File: src/rtl/kulisch_acc_pipe.sv
// Two-stage exact dot-product accumulator: S1 forms the shifted two's-complement term,
// S2 sums it modulo 2^ACC_WIDTH and emits the result (with sticky overflow) on the last beat.
module kulisch_acc_pipe #(
   parameter int  EXP_IN_A  = 3,
   parameter int  FRAC_IN_A = 2,
   parameter int  EXP_IN_B  = 3,
   parameter int  FRAC_IN_B = 2,
   parameter int  ACC_WIDTH = 32,
   localparam int MW = FRAC_IN_A + FRAC_IN_B + 2,
   localparam int EW = ((EXP_IN_A > EXP_IN_B) ? EXP_IN_A : EXP_IN_B) + 1
) (
   input  logic                 clock,
   input  logic                 resetn,
   input  logic                 in_valid,
   output logic                 in_ready,
   input  logic [MW-1:0]        man_ab,
   input  logic [EW-1:0]        exp_ab,
   input  logic                 sign_ab,
   input  logic                 in_last,
   input  logic                 clear,
   output logic                 out_valid,
   input  logic                 out_ready,
   output logic [ACC_WIDTH-1:0] out_acc,
   output logic                 out_overflow
);

   // Wide enough that no bit of the largest shift is ever lost before the overflow test.
   localparam int XW = ACC_WIDTH + (1 << EW);

   generate
      if (ACC_WIDTH < MW + 1) begin : g_bad_width
         $error("kulisch_acc_pipe: ACC_WIDTH must be at least MW+1");
      end
   endgenerate

   logic [MW:0]          w_mag;
   logic [MW:0]          w_sval;
   logic [XW-1:0]        w_ext;
   logic [XW-1:0]        w_shift;
   logic                 w_neg;
   logic [ACC_WIDTH-1:0] w_term;
   logic                 w_term_ovf;

   assign w_mag   = {1'b0, man_ab};
   assign w_sval  = sign_ab ? -w_mag : w_mag;
   assign w_ext   = {{(XW-MW-1){w_sval[MW]}}, w_sval};
   assign w_shift = w_ext << exp_ab;
   assign w_neg   = sign_ab && (man_ab != '0);
   assign w_term  = w_shift[ACC_WIDTH-1:0];
   // Every bit from the kept MSB upward must equal the true sign, else the term did not fit.
   assign w_term_ovf = |(w_shift[XW-1:ACC_WIDTH-1] ^ {(XW-ACC_WIDTH+1){w_neg}});

   logic                 r_s1_vld, r_s1_tovf, r_s1_last;
   logic [ACC_WIDTH-1:0] r_s1_term;
   logic                 r_s2_vld, r_s2_tovf, r_s2_last;
   logic [ACC_WIDTH-1:0] r_s2_term;
   logic [ACC_WIDTH-1:0] r_acc;
   logic                 r_ovf;
   logic                 r_out_vld;
   logic [ACC_WIDTH-1:0] r_out_acc;
   logic                 r_out_ovf;

   logic [ACC_WIDTH-1:0] w_sum;
   logic                 w_add_ovf;
   logic                 w_ovf_nxt;
   logic                 w_stall;
   logic                 w_accept;
   logic                 w_load;

   assign w_sum     = r_acc + r_s2_term;
   assign w_add_ovf = (r_acc[ACC_WIDTH-1] == r_s2_term[ACC_WIDTH-1]) &&
                      (w_sum[ACC_WIDTH-1] != r_acc[ACC_WIDTH-1]);
   assign w_ovf_nxt = r_ovf | r_s2_tovf | w_add_ovf;

   // Only a finished dot product blocked behind an unconsumed result stops the pipe.
   assign w_stall  = r_out_vld && !out_ready && r_s2_vld && r_s2_last;
   assign w_accept = in_valid && !w_stall;
   assign w_load   = r_s2_vld && r_s2_last && !w_stall && !clear;

   assign in_ready     = !w_stall;
   assign out_valid    = r_out_vld;
   assign out_acc      = r_out_acc;
   assign out_overflow = r_out_ovf;

   always_ff @(posedge clock) begin
      if (!resetn) begin
         r_s1_vld  <= 1'b0;
         r_s1_tovf <= 1'b0;
         r_s1_last <= 1'b0;
         r_s1_term <= '0;
         r_s2_vld  <= 1'b0;
         r_s2_tovf <= 1'b0;
         r_s2_last <= 1'b0;
         r_s2_term <= '0;
         r_acc     <= '0;
         r_ovf     <= 1'b0;
         r_out_vld <= 1'b0;
         r_out_acc <= '0;
         r_out_ovf <= 1'b0;
      end else begin
         // clear kills both in-flight beats so no part of the aborted sum survives
         if (clear) begin
            r_s1_vld <= 1'b0;
            r_s2_vld <= 1'b0;
            r_acc    <= '0;
            r_ovf    <= 1'b0;
         end else if (!w_stall) begin
            r_s1_vld  <= w_accept;
            r_s1_term <= w_term;
            r_s1_tovf <= w_term_ovf;
            r_s1_last <= in_last;
            r_s2_vld  <= r_s1_vld;
            r_s2_term <= r_s1_term;
            r_s2_tovf <= r_s1_tovf;
            r_s2_last <= r_s1_last;
            if (r_s2_vld) begin
               r_acc <= r_s2_last ? '0 : w_sum;
               r_ovf <= r_s2_last ? 1'b0 : w_ovf_nxt;
            end
         end

         if (w_load) begin
            r_out_vld <= 1'b1;
            r_out_acc <= w_sum;
            r_out_ovf <= w_ovf_nxt;
         end else if (out_ready) begin
            r_out_vld <= 1'b0;
         end
      end
   end

endmodule

File: config.mk
export PLATFORM = sky130hd
export DESIGN_NAME = kulisch_acc_pipe
export DESIGN_NICKNAME = d
export VERILOG_FILES = /design/src/rtl/kulisch_acc_pipe.sv
export SDC_FILE = /design/constraint.sdc
export NUM_CORES = 1
export LEC_CHECK = 0
export BUFFER_PORTS_ARGS = -buffer_cell sky130_fd_sc_hd__buf_4
export CAP_MARGIN = 25
export CORE_MARGIN = 10
export CORE_UTILIZATION = 60
export CTS_CLUSTER_DIAMETER = 50
export DETAILED_ROUTE_END_ITERATION = 10
export PLACE_DENSITY = 0.8
export SETUP_SLACK_MARGIN = 0.1
export SYNTH_ARGS = -nofsm -noshare
export SYNTH_HDL_FRONTEND = slang
export SYNTH_SLANG_ARGS = --single-unit
File: constraint.sdc
create_clock -name clock -period 6.2 [get_ports clock]
set_input_delay 0.93 -clock clock [delete_from_list [all_inputs] [get_ports clock]]
set_output_delay 0.93 -clock clock [all_outputs]
set_load 0.1 [all_outputs]
==> impl_metrics.json, run 1 <==
{
  "wl_met1_mm": 7.57,
  "num-nets-final": 872,
  "htree_levels": 4,
  "critical_path_class": "reg2reg",
  "fin_crit_sh_pct": 49.7,
  "cp-start-kind": "register",
  "dp_slack_ns": 2.89,
  "arrival_ns": 3.46,
  "p_sw_share_pct": 22.8,
  "yosys.cell_types.count": 68,
  "synth_flop_cell": "dfxtp_1",
  "dr_wl_met2_mm": 7.92,
  "ioPinCount": 52,
  "post_cts_resized": 0,
  "antenna_found_initial": 0,
  "fin_hold_ws_ns": 0.453,
  "total_power_uw": 1980,
  "ir_worst_vdd_mv": 0.146,
  "synth-async-reset-ratio_pct": 0,
  "setup_violations": 0,
  "clockRootBuffer": "clkbuf_8",
  "cts_tree": "done",
  "finalHoldViolations": 0,
  "clk_pin_slew_ns": 0.06,
  "p_seq_share_pct": 39.2,
  "first_iter_violations": 635,
  "syn-num-nets": 844,
  "synth_area_sq_um": 6460,
  "drt-vias-per-instance": 5.99,
  "utilization_pct": 72.3,
  "maxSlewViolCount": 0,
  "fp.dieArea_sq_um": 15300,
  "grt_max_degree": 90,
  "cts_made_buffers": 17,
  "die_w_um": 124,
  "avgSynthCellArea_sq_um": 8.14,
  "clockPowerShare_pct": 54.2,
  "combPwrFrac_pct": 6.7,
  "drv_cap": 0,
  "routed-via-count": 5818,
  "dp_hpwl_mm": 11.6,
  "overflow": 0,
  "clock_skew_ns": 0.00529,
  "power_density_nw_per_um2": 263,
  "seq_area_frac_synth_pct": 36.2,
  "ant_nets": 0,
  "cts_setup_buffers": 0,
  "crit_fanout": 16,
  "synth_edf_count": 0,
  "leakage_uw": 0.00314,
  "setup_tns_ns": 0,
  "slew_headroom_pct": 35.6,
  "clk_latency_ns": 0.53,
  "areaGrowthSynthToFinish_pct": 16.6,
  "clk_path_buf_depth": 2,
  "synthCells": 794,
  "required_ns": 6.58,
  "worst-slew-pin-transition_ns": 0.965,
  "ys_warn_count": 0,
  "drc": 0,
  "totalWireLength_mm": 16.9,
  "setup_ws_ns": 3.12,
  "die_h_um": 124,
  "p_int_uw": 1530,
  "drive_above_1_share_pct": 13.2,
  "power.switching_uw": 453,
  "antennaDiodeCount": 0,
  "rsz0062_at_grt": "false",
  "track_usage_pct": 22.6,
  "status": "complete, no violations",
  "wl_met3_mm": 1.00,
  "core_sq_um": 10400,
  "grt_pass1_wl_mm": 28.0,
  "first_global_vias": 5605,
  "timing.fmax_mhz": 325,
  "cts_sinks": 117,
  "top_layer_used": "met4",
  "numPortBuffers": 51,
  "end_kind": "register",
  "worstHoldPathType": "reg2reg",
  "initial_core_util_pct": 62.1,
  "routedWlPerCell_um": 17.4,
  "firstDrtPassIters": 5,
  "core.rowCount": 37,
  "ys_ff_latch": 117,
  "cts_hold_repair.buffers": 0,
  "gp_congestion": 0.897,
  "fin_crit_ns": 3.08
}
power by group through the flow:
stage          registers [uW]  clock network (uW)  logic, uW
2_1_floorplan             789                   0       95.5
3_3_place_gp              792                   0        125
3_5_place_dp              792                   0        129
4_1_cts                   776                1080        131
5_1_grt                   778                1110        146
6_report                  777                1080        132
cell usage after synthesis, types with 2 or more instances:
cell type / number / share of area, %
dfxtp_1: 117 / 36
buf_1: 6 / 0.35
clkbuf_1: 41 / 2.4
nor2_1: 55 / 3.2
o21bai_1: 3 / 0.35
a22o_1: 9 / 1.2
nor3_1: 13 / 1.0
buf_2: 3 / 0.23
a21boi_0: 45 / 5.2
nand3_1: 18 / 1.4
mux2i_1: 10 / 1.5
a21o_1: 12 / 1.4
ha_1: 32 / 6.2
nand2_1: 143 / 8.3
and2_1: 5 / 0.48
nand4_1: 7 / 0.68
a21boi_1: 8 / 0.93
xor2_1: 16 / 2.2
a31oi_1: 2 / 0.19
mux2_2: 5 / 0.87
nor3b_1: 3 / 0.35
a21oi_2: 3 / 0.41
inv_1: 15 / 0.87
a22oi_1: 24 / 2.8
o31ai_1: 5 / 0.58
o211ai_1: 6 / 0.70
o31a_1: 2 / 0.27
o21ai_1: 5 / 0.39
nand2b_1: 10 / 0.97
nand3b_1: 5 / 0.58
o211a_1: 5 / 0.77
nor2b_1: 17 / 1.6
and3_1: 4 / 0.39
o21ai_0: 29 / 2.2
xnor2_1: 16 / 2.2
o311a_1: 2 / 0.31
a21oi_1: 56 / 4.3
a311o_1: 2 / 0.31
o21a_1: 5 / 0.58
a211oi_2: 2 / 0.39
per-layer routing:
metal / vias to the layer above / track usage, %
met3: 38 / 4.71
met2: 180 / 36.4
met5: - / 0
li1: 2857 / -
met1: 2743 / 29.1
met4: 0 / 8.73
layout by cell type (no fill, tap or decap), types with 9 or more instances in the layout:
cell and n:
ha_1 32, buf_4 59, a21boi_0 45, mux2i_1 10, nand3_1 18, a21o_1 12
o21ai_0 29, a22o_1 9, a21oi_1 56, nand2_1 143, nor2_1 53, nand2b_1 10
nor3_1 13, nor2b_1 17, dfxtp_1 117, a22oi_1 24, inv_1 15, xnor2_1 16
xor2_1 16, clkbuf_16 16
cell type report:
type	count	area [sq um]
multi-input combinational	611	3870
fill	807	2880
sequential	117	2340
clock buffer	20	445
timing repair buffer	59	443
clock inverter	12	200
tap	136	170
inverter	16	60.1
state kept, by name, indices dropped and copies added (netlist names):
register and count:
r_s2_tovf 1, r_s2_last 1, r_s1_tovf 1, out_valid 1, out_acc 32, r_ovf 1
out_overflow 1, r_s1_vld 1, r_s2_term 22, r_acc 32, r_s1_last 1, r_s1_term 22
r_s2_vld 1
critical path: stages (launching register included):
cell,delay [ns]
dfxtp_1,0.76
ha_1,0.44
a21oi_1,0.25
o21ai_0,0.17
a32o_1,0.32
a211oi_2,0.34
nor2_1,0.13
mux2i_1,0.16
nand3_1,0.18
nor3b_1,0.19
path summary, 6_finish.rpt:
path / from / end / slack, ns / depth (start not counted)
worst max-delay path: r_s2_term[30] / r_ovf / 3.12 / 9
worst min-delay path: r_acc[26] / r_acc[26] / 0.45 / 2
worst max register to register: r_s2_term[30] / r_ovf / 3.12 / 9
worst min register to register: r_acc[26] / r_acc[26] / 0.45 / 2
through the flow:
step / instances / cell area, sq um
2_1_floorplan: 794 / 6460
3_3_place_gp: 937 / 6880
3_5_place_dp: 938 / 6880
4_1_cts: 970 / 7530
5_1_grt: 971 / 7540
6_report: 971 / 7540
logic make-up (layout without fill, tap and decap cells):
logic type,Yosys count,after routing,share of synthesized area (%)
xor gates and xnor gates,33,33,4.59
AOI/OAI and AO/OA,242,242,26.3
buffers and inverters,66,107,3.89
muxes,15,15,2.42
and+or+nand+nor,288,288,20.0
adders and majority gates,33,33,6.50
DFF,117,117,36.2
(Power assumes the default switching activity.)
==> run 2, diff against run 1 <==
--- a/config.mk
+++ b/config.mk
@@ -8,10 +8,10 @@
 export BUFFER_PORTS_ARGS = -buffer_cell sky130_fd_sc_hd__buf_4
 export CAP_MARGIN = 25
 export CORE_MARGIN = 10
-export CORE_UTILIZATION = 60
+export CORE_UTILIZATION = 55
 export CTS_CLUSTER_DIAMETER = 50
 export DETAILED_ROUTE_END_ITERATION = 10
-export PLACE_DENSITY = 0.8
+export PLACE_DENSITY = 0.77
 export SETUP_SLACK_MARGIN = 0.1
 export SYNTH_ARGS = -nofsm -noshare
 export SYNTH_HDL_FRONTEND = slang
==> constraint.sdc (replaced) <==
create_clock -name clock -period 2.7 [get_ports clock]
set_input_delay 0.405 -clock clock [delete_from_list [all_inputs] [get_ports clock]]
set_output_delay 0.405 -clock clock [all_outputs]
set_load 0.1 [all_outputs]
==> run 2 against run 1 <==
Effect of this change:
- setup slack lost 3.1 ns
- via count is 1.7% higher
- non-clock buffer count is 24 higher
- wire length rose by 2.2%
- power grew 130%
- critical path depth up 1
- worst hold slack worse by 0.20 ns
- die area increased by 7.6%
- core utilization fell by 2.4 points
- final area is 6.5% higher
- clock-buffer cell count grew 4
==> impl_metrics.json, run 2 (synthesis results as in run 1) <==
{
  "status": "complete, no violations",
  "fin_crit_ns": 2.66,
  "worst-slew-pin-transition_ns": 0.982,
  "n_fill_cell": 879,
  "numPortBuffers": 51,
  "cts_made_buffers": 17,
  "die_w_um": 128,
  "holdCritStartpoint": "in_last",
  "routed-via-count": 5916,
  "ff_latch_area_sq_um": 2360,
  "antennaDiodeCount": 0,
  "initial_core_util_pct": 56.4,
  "setup_ws_ns": 0.0410,
  "cp-start-kind": "register",
  "grt.busiest_layer": "met2",
  "leakage_uw": 0.00325,
  "gp_congestion": 0.917,
  "grt_pass1_wl_mm": 28.3,
  "rsz0062_at_grt": "true",
  "rrSetupSlack_ns": 0.04,
  "hold_path_depth": 3,
  "crit_fanout": 5,
  "end_kind": "register",
  "cts_sinks": 117,
  "drc": 0,
  "required_ns": 3.00,
  "die_h_um": 128,
  "fin_crit_sh_pct": 98.5,
  "areaGrowthSynthToFinish_pct": 24.2,
  "multi_input_area_sq_um": 4170,
  "mostFrequentLayoutCells": "143 x nand2_1, 107 x dfxtp_1, 82 x buf_4",
  "core_sq_um": 11500,
  "clock_skew_ns": 0.00888,
  "first_global_vias": 5747,
  "firstDrtPassIters": 5,
  "ir_worst_vdd_mv": 0.518,
  "ant_nets": 0,
  "core.rowCount": 39,
  "clk_path_buf_depth": 2,
  "dp_hpwl_mm": 12.0,
  "final_common_cell": "nand2_1",
  "track_usage_pct": 20.8,
  "total_power_uw": 4490,
  "overflow": 0,
  "critical_path_class": "reg2reg",
  "first_iter_violations": 461,
  "crit_slowest_cell": "a311o_2",
  "gr-usage-met1_pct": 26.7,
  "maxSlewViolCount": 0,
  "clockRootBuffer": "clkbuf_16",
  "cts_hold_repair.buffers": 0,
  "r2r_cells": 10,
  "htree_levels": 4,
  "timing.fmax_mhz": 376,
  "worstHoldPathType": "in2reg",
  "rr_endpoint": "out_acc[25]",
  "setup_violations": 0,
  "dp_slack_ns": -0.0763,
  "fp.dieArea_sq_um": 16500,
  "grt_use_met2_pct": 33.4,
  "finalHoldViolations": 0,
  "max_stage_delay_ns": 0.50,
  "use_met3_pct": 4.11,
  "stdcell_count": 1002,
  "min_to": "r_s1_last",
  "placedCellCount": 960,
  "drv_cap": 0,
  "num-nets-final": 896,
  "drive_above_1_share_pct": 20.4,
  "ioPinCount": 52,
  "drt-vias-per-instance": 5.90,
  "arrival_ns": 2.96,
  "antenna_found_initial": 0,
  "worstPathCellList": "ha_4 > a21o_1 > nand4_1 > a311o_2 > o2111ai_4 > a31oi_4 > o31ai_4 > buf_4 > nor2_1 > o31a_1",
  "totalWireLength_mm": 17.3,
  "power_density_nw_per_um2": 560,
  "cts_tree": "done",
  "regToRegStartpoint": "r_s2_term[1]",
  "clk_latency_ns": 0.42,
  "routedWlPerCell_um": 17.2,
  "grt_max_degree": 65,
  "slew_headroom_pct": 34.4,
  "clk_pin_slew_ns": 0.05
}
-- run 2: cell types whose count changed in the layout (fill, tap and decap cells not counted), moves of 4 or more --
cell / change
ha_1: -11
a21oi_1: -6
a21oi_4: +4
ha_4: +8
dfxtp_1: -10
buf_4: +23
dfxtp_2: +9
-- run 2: stage by stage --
stage / cell area, sq um / TNS (ns) / utilization [%] / hold WS [ns]
2_1_floorplan: 6470 / 0 / - / 0.426
3_3_place_gp: 7010 / 0 / 61.2 / 0.434
3_5_place_dp: 7010 / -0.129 / 61.2 / 0.445
4_1_cts: 7810 / 0 / 68.1 / 0.243
5_1_grt: 8030 / -0.227 / 70.0 / 0.259
6_report: 8030 / 0 / 70.0 / 0.253
-- run 2: worst max path at each step --
stage / slack, ns / from / to
after global placement: 0.06 / r_s2_term[0] / out_acc[26]
after CTS: 0.09 / r_acc[0] / r_acc[30]
final: 0.04 / r_s2_term[1] / out_acc[25]
after detailed placement: -0.08 / r_s2_term[0] / out_acc[26]
after global routing: -0.09 / r_s2_term[1] / out_acc[21]
after floorplan: 0.10 / out_valid / out_acc[25]
-- run 2: what timing repair did --
item | 4_1_cts | 5_1_grt
gates resized for setup | 21 | 38
endpoints found under the setup margin | 16 | 27
buffers inserted | 5 | 5
pin swaps | 14 | 33
-- run 2: final cells by class --
class                      instances  share of cell area [%]
multi-input combinational        611                    52.0
sequential                       117                    29.4
timing repair buffer              83                    7.81
clock buffer                      24                    6.00
tap                              143                    2.23
clock inverter                     8                    1.82
inverter                          16                   0.795
-- run 2: worst max-delay path: cells and delay by family (launching register included) --
kind	cells	cell delay, ns
AO/OA/AOI/OAI	6	1.58
AND/OR/NAND/NOR	2	0.18
adder cells (fa/ha/maj)	1	0.26
buffers and inverters	1	0.17
flip-flops	1	0.34
-- run 2: power breakdown --
part	total, uW	internal [uW]	switching [uW]
logic	315	122	193
clock network	2390	1610	778
registers	1780	1760	24.3
total	4490	3500	995
-- run 2: per-layer routing --
metal	part of all wire, %	wire length [um]
met2	48	8230
met3	4.9	846
met5	0	0
met4	2.3	405
met1	45	7770
==> run 3, diff against run 2 <==
--- a/config.mk
+++ b/config.mk
@@ -5,6 +5,7 @@
 export SDC_FILE = /design/constraint.sdc
 export NUM_CORES = 1
 export LEC_CHECK = 0
+export ABC_AREA = 1
 export BUFFER_PORTS_ARGS = -buffer_cell sky130_fd_sc_hd__buf_4
 export CAP_MARGIN = 25
 export CORE_MARGIN = 10
==> run 3 against run 2 <==
Effect of this change:
- die area is 4.2% higher
- final area decreased by 1.9%
- clock-buffer cell count decreased by 5
- worst hold slack worse by 0.012 ns
- critical endpoint is now out_acc[31]
==> impl_metrics.json, run 3 <==
{
  "status": "complete, no violations",
  "stdcell_count": 1272,
  "power.switching_uw": 1090,
  "power_density_nw_per_um2": 553,
  "cts_made_buffers": 17,
  "drc": 0,
  "htree_levels": 4,
  "cts_sinks": 117,
  "synthCells": 1048,
  "ff_latch_area_sq_um": 2340,
  "dp_hpwl_mm": 13.0,
  "antennaDiodeCount": 0,
  "drive_above_1_share_pct": 10.3,
  "initial_core_util_pct": 56.2,
  "first_iter_violations": 509,
  "clockPowerShare_pct": 50.1,
  "synth_flop_cell": "dfxtp_1",
  "core_sq_um": 12100,
  "setup_tns_ns": 0,
  "finalHoldViolations": 0,
  "rsz0062_at_grt": "false",
  "clk_path_buf_depth": 2,
  "crit_fanout": 11,
  "cts_hold_repair.buffers": 0,
  "die_h_um": 131,
  "routedWlPerCell_um": 14.0,
  "numPortBuffers": 51,
  "ys_ff_latch": 117,
  "cts_setup_buffers": 0,
  "fin_crit_sh_pct": 85.8,
  "ir_worst_vdd_mv": 0.422,
  "grt_pass1_wl_mm": 29.8,
  "clk_latency_ns": 0.43,
  "arrival_ns": 2.69,
  "ys_warn_count": 0,
  "path_common_cell": "nand2_1",
  "rr_endpoint": "out_acc[31]",
  "num-nets-final": 1141,
  "syn-num-nets": 1098,
  "mostFrequentLayoutCells": "312 x nand2_1, 122 x inv_1, 117 x dfxtp_1",
  "p_seq_share_pct": 41.4,
  "yosys.cell_count.top_type": "nand2_1",
  "worst-slew-pin-transition_ns": 0.786,
  "fp.dieArea_sq_um": 17200,
  "setup_ws_ns": 0.384,
  "required_ns": 3.07,
  "synth.largest_area_cell": "dfxtp_1",
  "p_sw_share_pct": 24.9,
  "placedCellCount": 1239,
  "combPwrFrac_pct": 8.5,
  "multi_input_area_sq_um": 3800,
  "yosys.cell_types.count": 34,
  "regToRegStartpoint": "r_s2_term[30]",
  "final_common_cell": "nand2_1",
  "drt-vias-per-instance": 5.25,
  "synth-async-reset-ratio_pct": 0,
  "ant_nets": 0,
  "max_stage_delay_ns": 0.66,
  "end_kind": "register",
  "leakage_uw": 0.00400,
  "crit_slowest_cell": "dfxtp_1",
  "firstDrtPassIters": 5,
  "slew_headroom_pct": 47.4,
  "totalWireLength_mm": 17.9,
  "clock_skew_ns": 0.00626,
  "grt_max_degree": 71,
  "fin_crit_ns": 2.32,
  "r2r_cells": 12,
  "worstPathCellList": "ha_1 > nand2_1 > inv_1 > a21oi_1 > nand2_1 > a21oi_2 > nand2_1 > nand2_1 > nand2_1 > o21ai_1 > nand2_1 > inv_1",
  "dp_slack_ns": 0.455,
  "maxSlewViolCount": 0,
  "timing.fmax_mhz": 432,
  "holdCritStartpoint": "in_last",
  "fin_hold_ws_ns": 0.241,
  "hold_path_depth": 3,
  "routed-via-count": 6680,
  "die_w_um": 131,
  "core.rowCount": 40,
  "worstHoldPathType": "in2reg",
  "ys_top_cells_by_area": "dfxtp_1 35%, nand2_1 17%, inv_1 6.8%, a21oi_1 6.6%, ha_1 5.9%",
  "clk_pin_slew_ns": 0.05,
  "track_usage_pct": 21.9,
  "seq_area_frac_synth_pct": 34.5,
  "first_global_vias": 6172,
  "gp_congestion": 0.969,
  "cts_tree": "done",
  "netlist_top_cells_count": "312 x nand2_1, 122 x inv_1, 117 x dfxtp_1",
  "min_to": "r_s1_last",
  "critical_path_class": "reg2reg",
  "n_fill_cell": 1108,
  "synth_area_sq_um": 6780,
  "overflow": 0,
  "synth_edf_count": 0,
  "setup_violations": 0,
  "antenna_found_initial": 0,
  "yosys.area.top_type_share_pct": 34.5,
  "p_int_uw": 3270,
  "ioPinCount": 52,
  "areaGrowthSynthToFinish_pct": 16.1,
  "avgSynthCellArea_sq_um": 6.47,
  "drv_cap": 0,
  "rrSetupSlack_ns": 0.38,
  "cp-start-kind": "register",
  "clockRootBuffer": "clkbuf_16",
  "post_cts_resized": 0
}
## run 3: kinds of logic (layout without fill, tap and decap cells)
group                      after synthesis  count (layout)  share of synthesized area (%)
xor gates and xnor gates                15              15                           1.94
adders and majority gates               33              33                           6.20
DFF                                    117             117                           34.5
buffers and inverters                  163             219                           9.44
and+or+nand+nor                        515             515                           31.2
AOI/OAI and AO/OA                      205             205                           16.7
## run 3: power by group through the flow
stage                     combinational, uW  clock [uW]  sequential (uW)
after floorplan                         260           0             1840
after global placement                  360           0             1840
after detailed placement                362           0             1840
after CTS                               365        2210             1800
after global routing                    423        2300             1810
final                                   371        2180             1800
## run 3: layout make-up
| class | count | area share [%] |
|---|---|---|
| Inverter | 127 | 6.05 |
| Clock inverter | 13 | 1.68 |
| Clock buffer | 19 | 5.62 |
| Sequential cell | 117 | 29.7 |
| Tap cell | 168 | 2.67 |
| Multi-Input combinational cell | 768 | 48.3 |
| Timing Repair Buffer | 60 | 5.97 |
## run 3: how the worst max path moves through the flow
| stage | startpoint | endpoint |
|---|---|---|
| after detailed placement | r_s2_term[0] | out_acc[26] |
| after global placement | r_s2_term[0] | out_acc[26] |
| after CTS | r_s2_term[30] | out_acc[31] |
| after global routing | r_s2_term[30] | out_acc[31] |
| final | r_s2_term[30] | out_acc[31] |
| after floorplan | out_valid | out_acc[12] |
## run 3: critical path: cells and delay by family (launching register included)
| kind | cells | cell delay (ns) |
|---|---|---|
| adders and majority gates | 1 | 0.38 |
| AOI/OAI and AO/OA | 3 | 0.55 |
| and+or+nand+nor | 6 | 0.54 |
| DFF | 1 | 0.66 |
| buffers and inverters | 2 | 0.11 |
## run 3: metrics by stage
| step | util (%) | instance area, sq um | total power (uW) |
|---|---|---|---|
| floorplan | - | 6780 | 2100 |
| global placement | 60.3 | 7270 | 2200 |
| detailed placement | 60.3 | 7270 | 2200 |
| CTS | 65.1 | 7850 | 4380 |
| global route | 65.3 | 7880 | 4530 |
| finish | 65.3 | 7880 | 4360 |
## run 3: layer usage
layer / part of all wire [%] / global-route usage [%] / vias to the layer above
li1: - / - / 3439
met1: 48 / 29.3 / 3058
met3: 5.3 / 5.31 / 28
met4: 1.9 / 7.13 / 0
met2: 45 / 33.9 / 155
met5: 0 / 0 / -
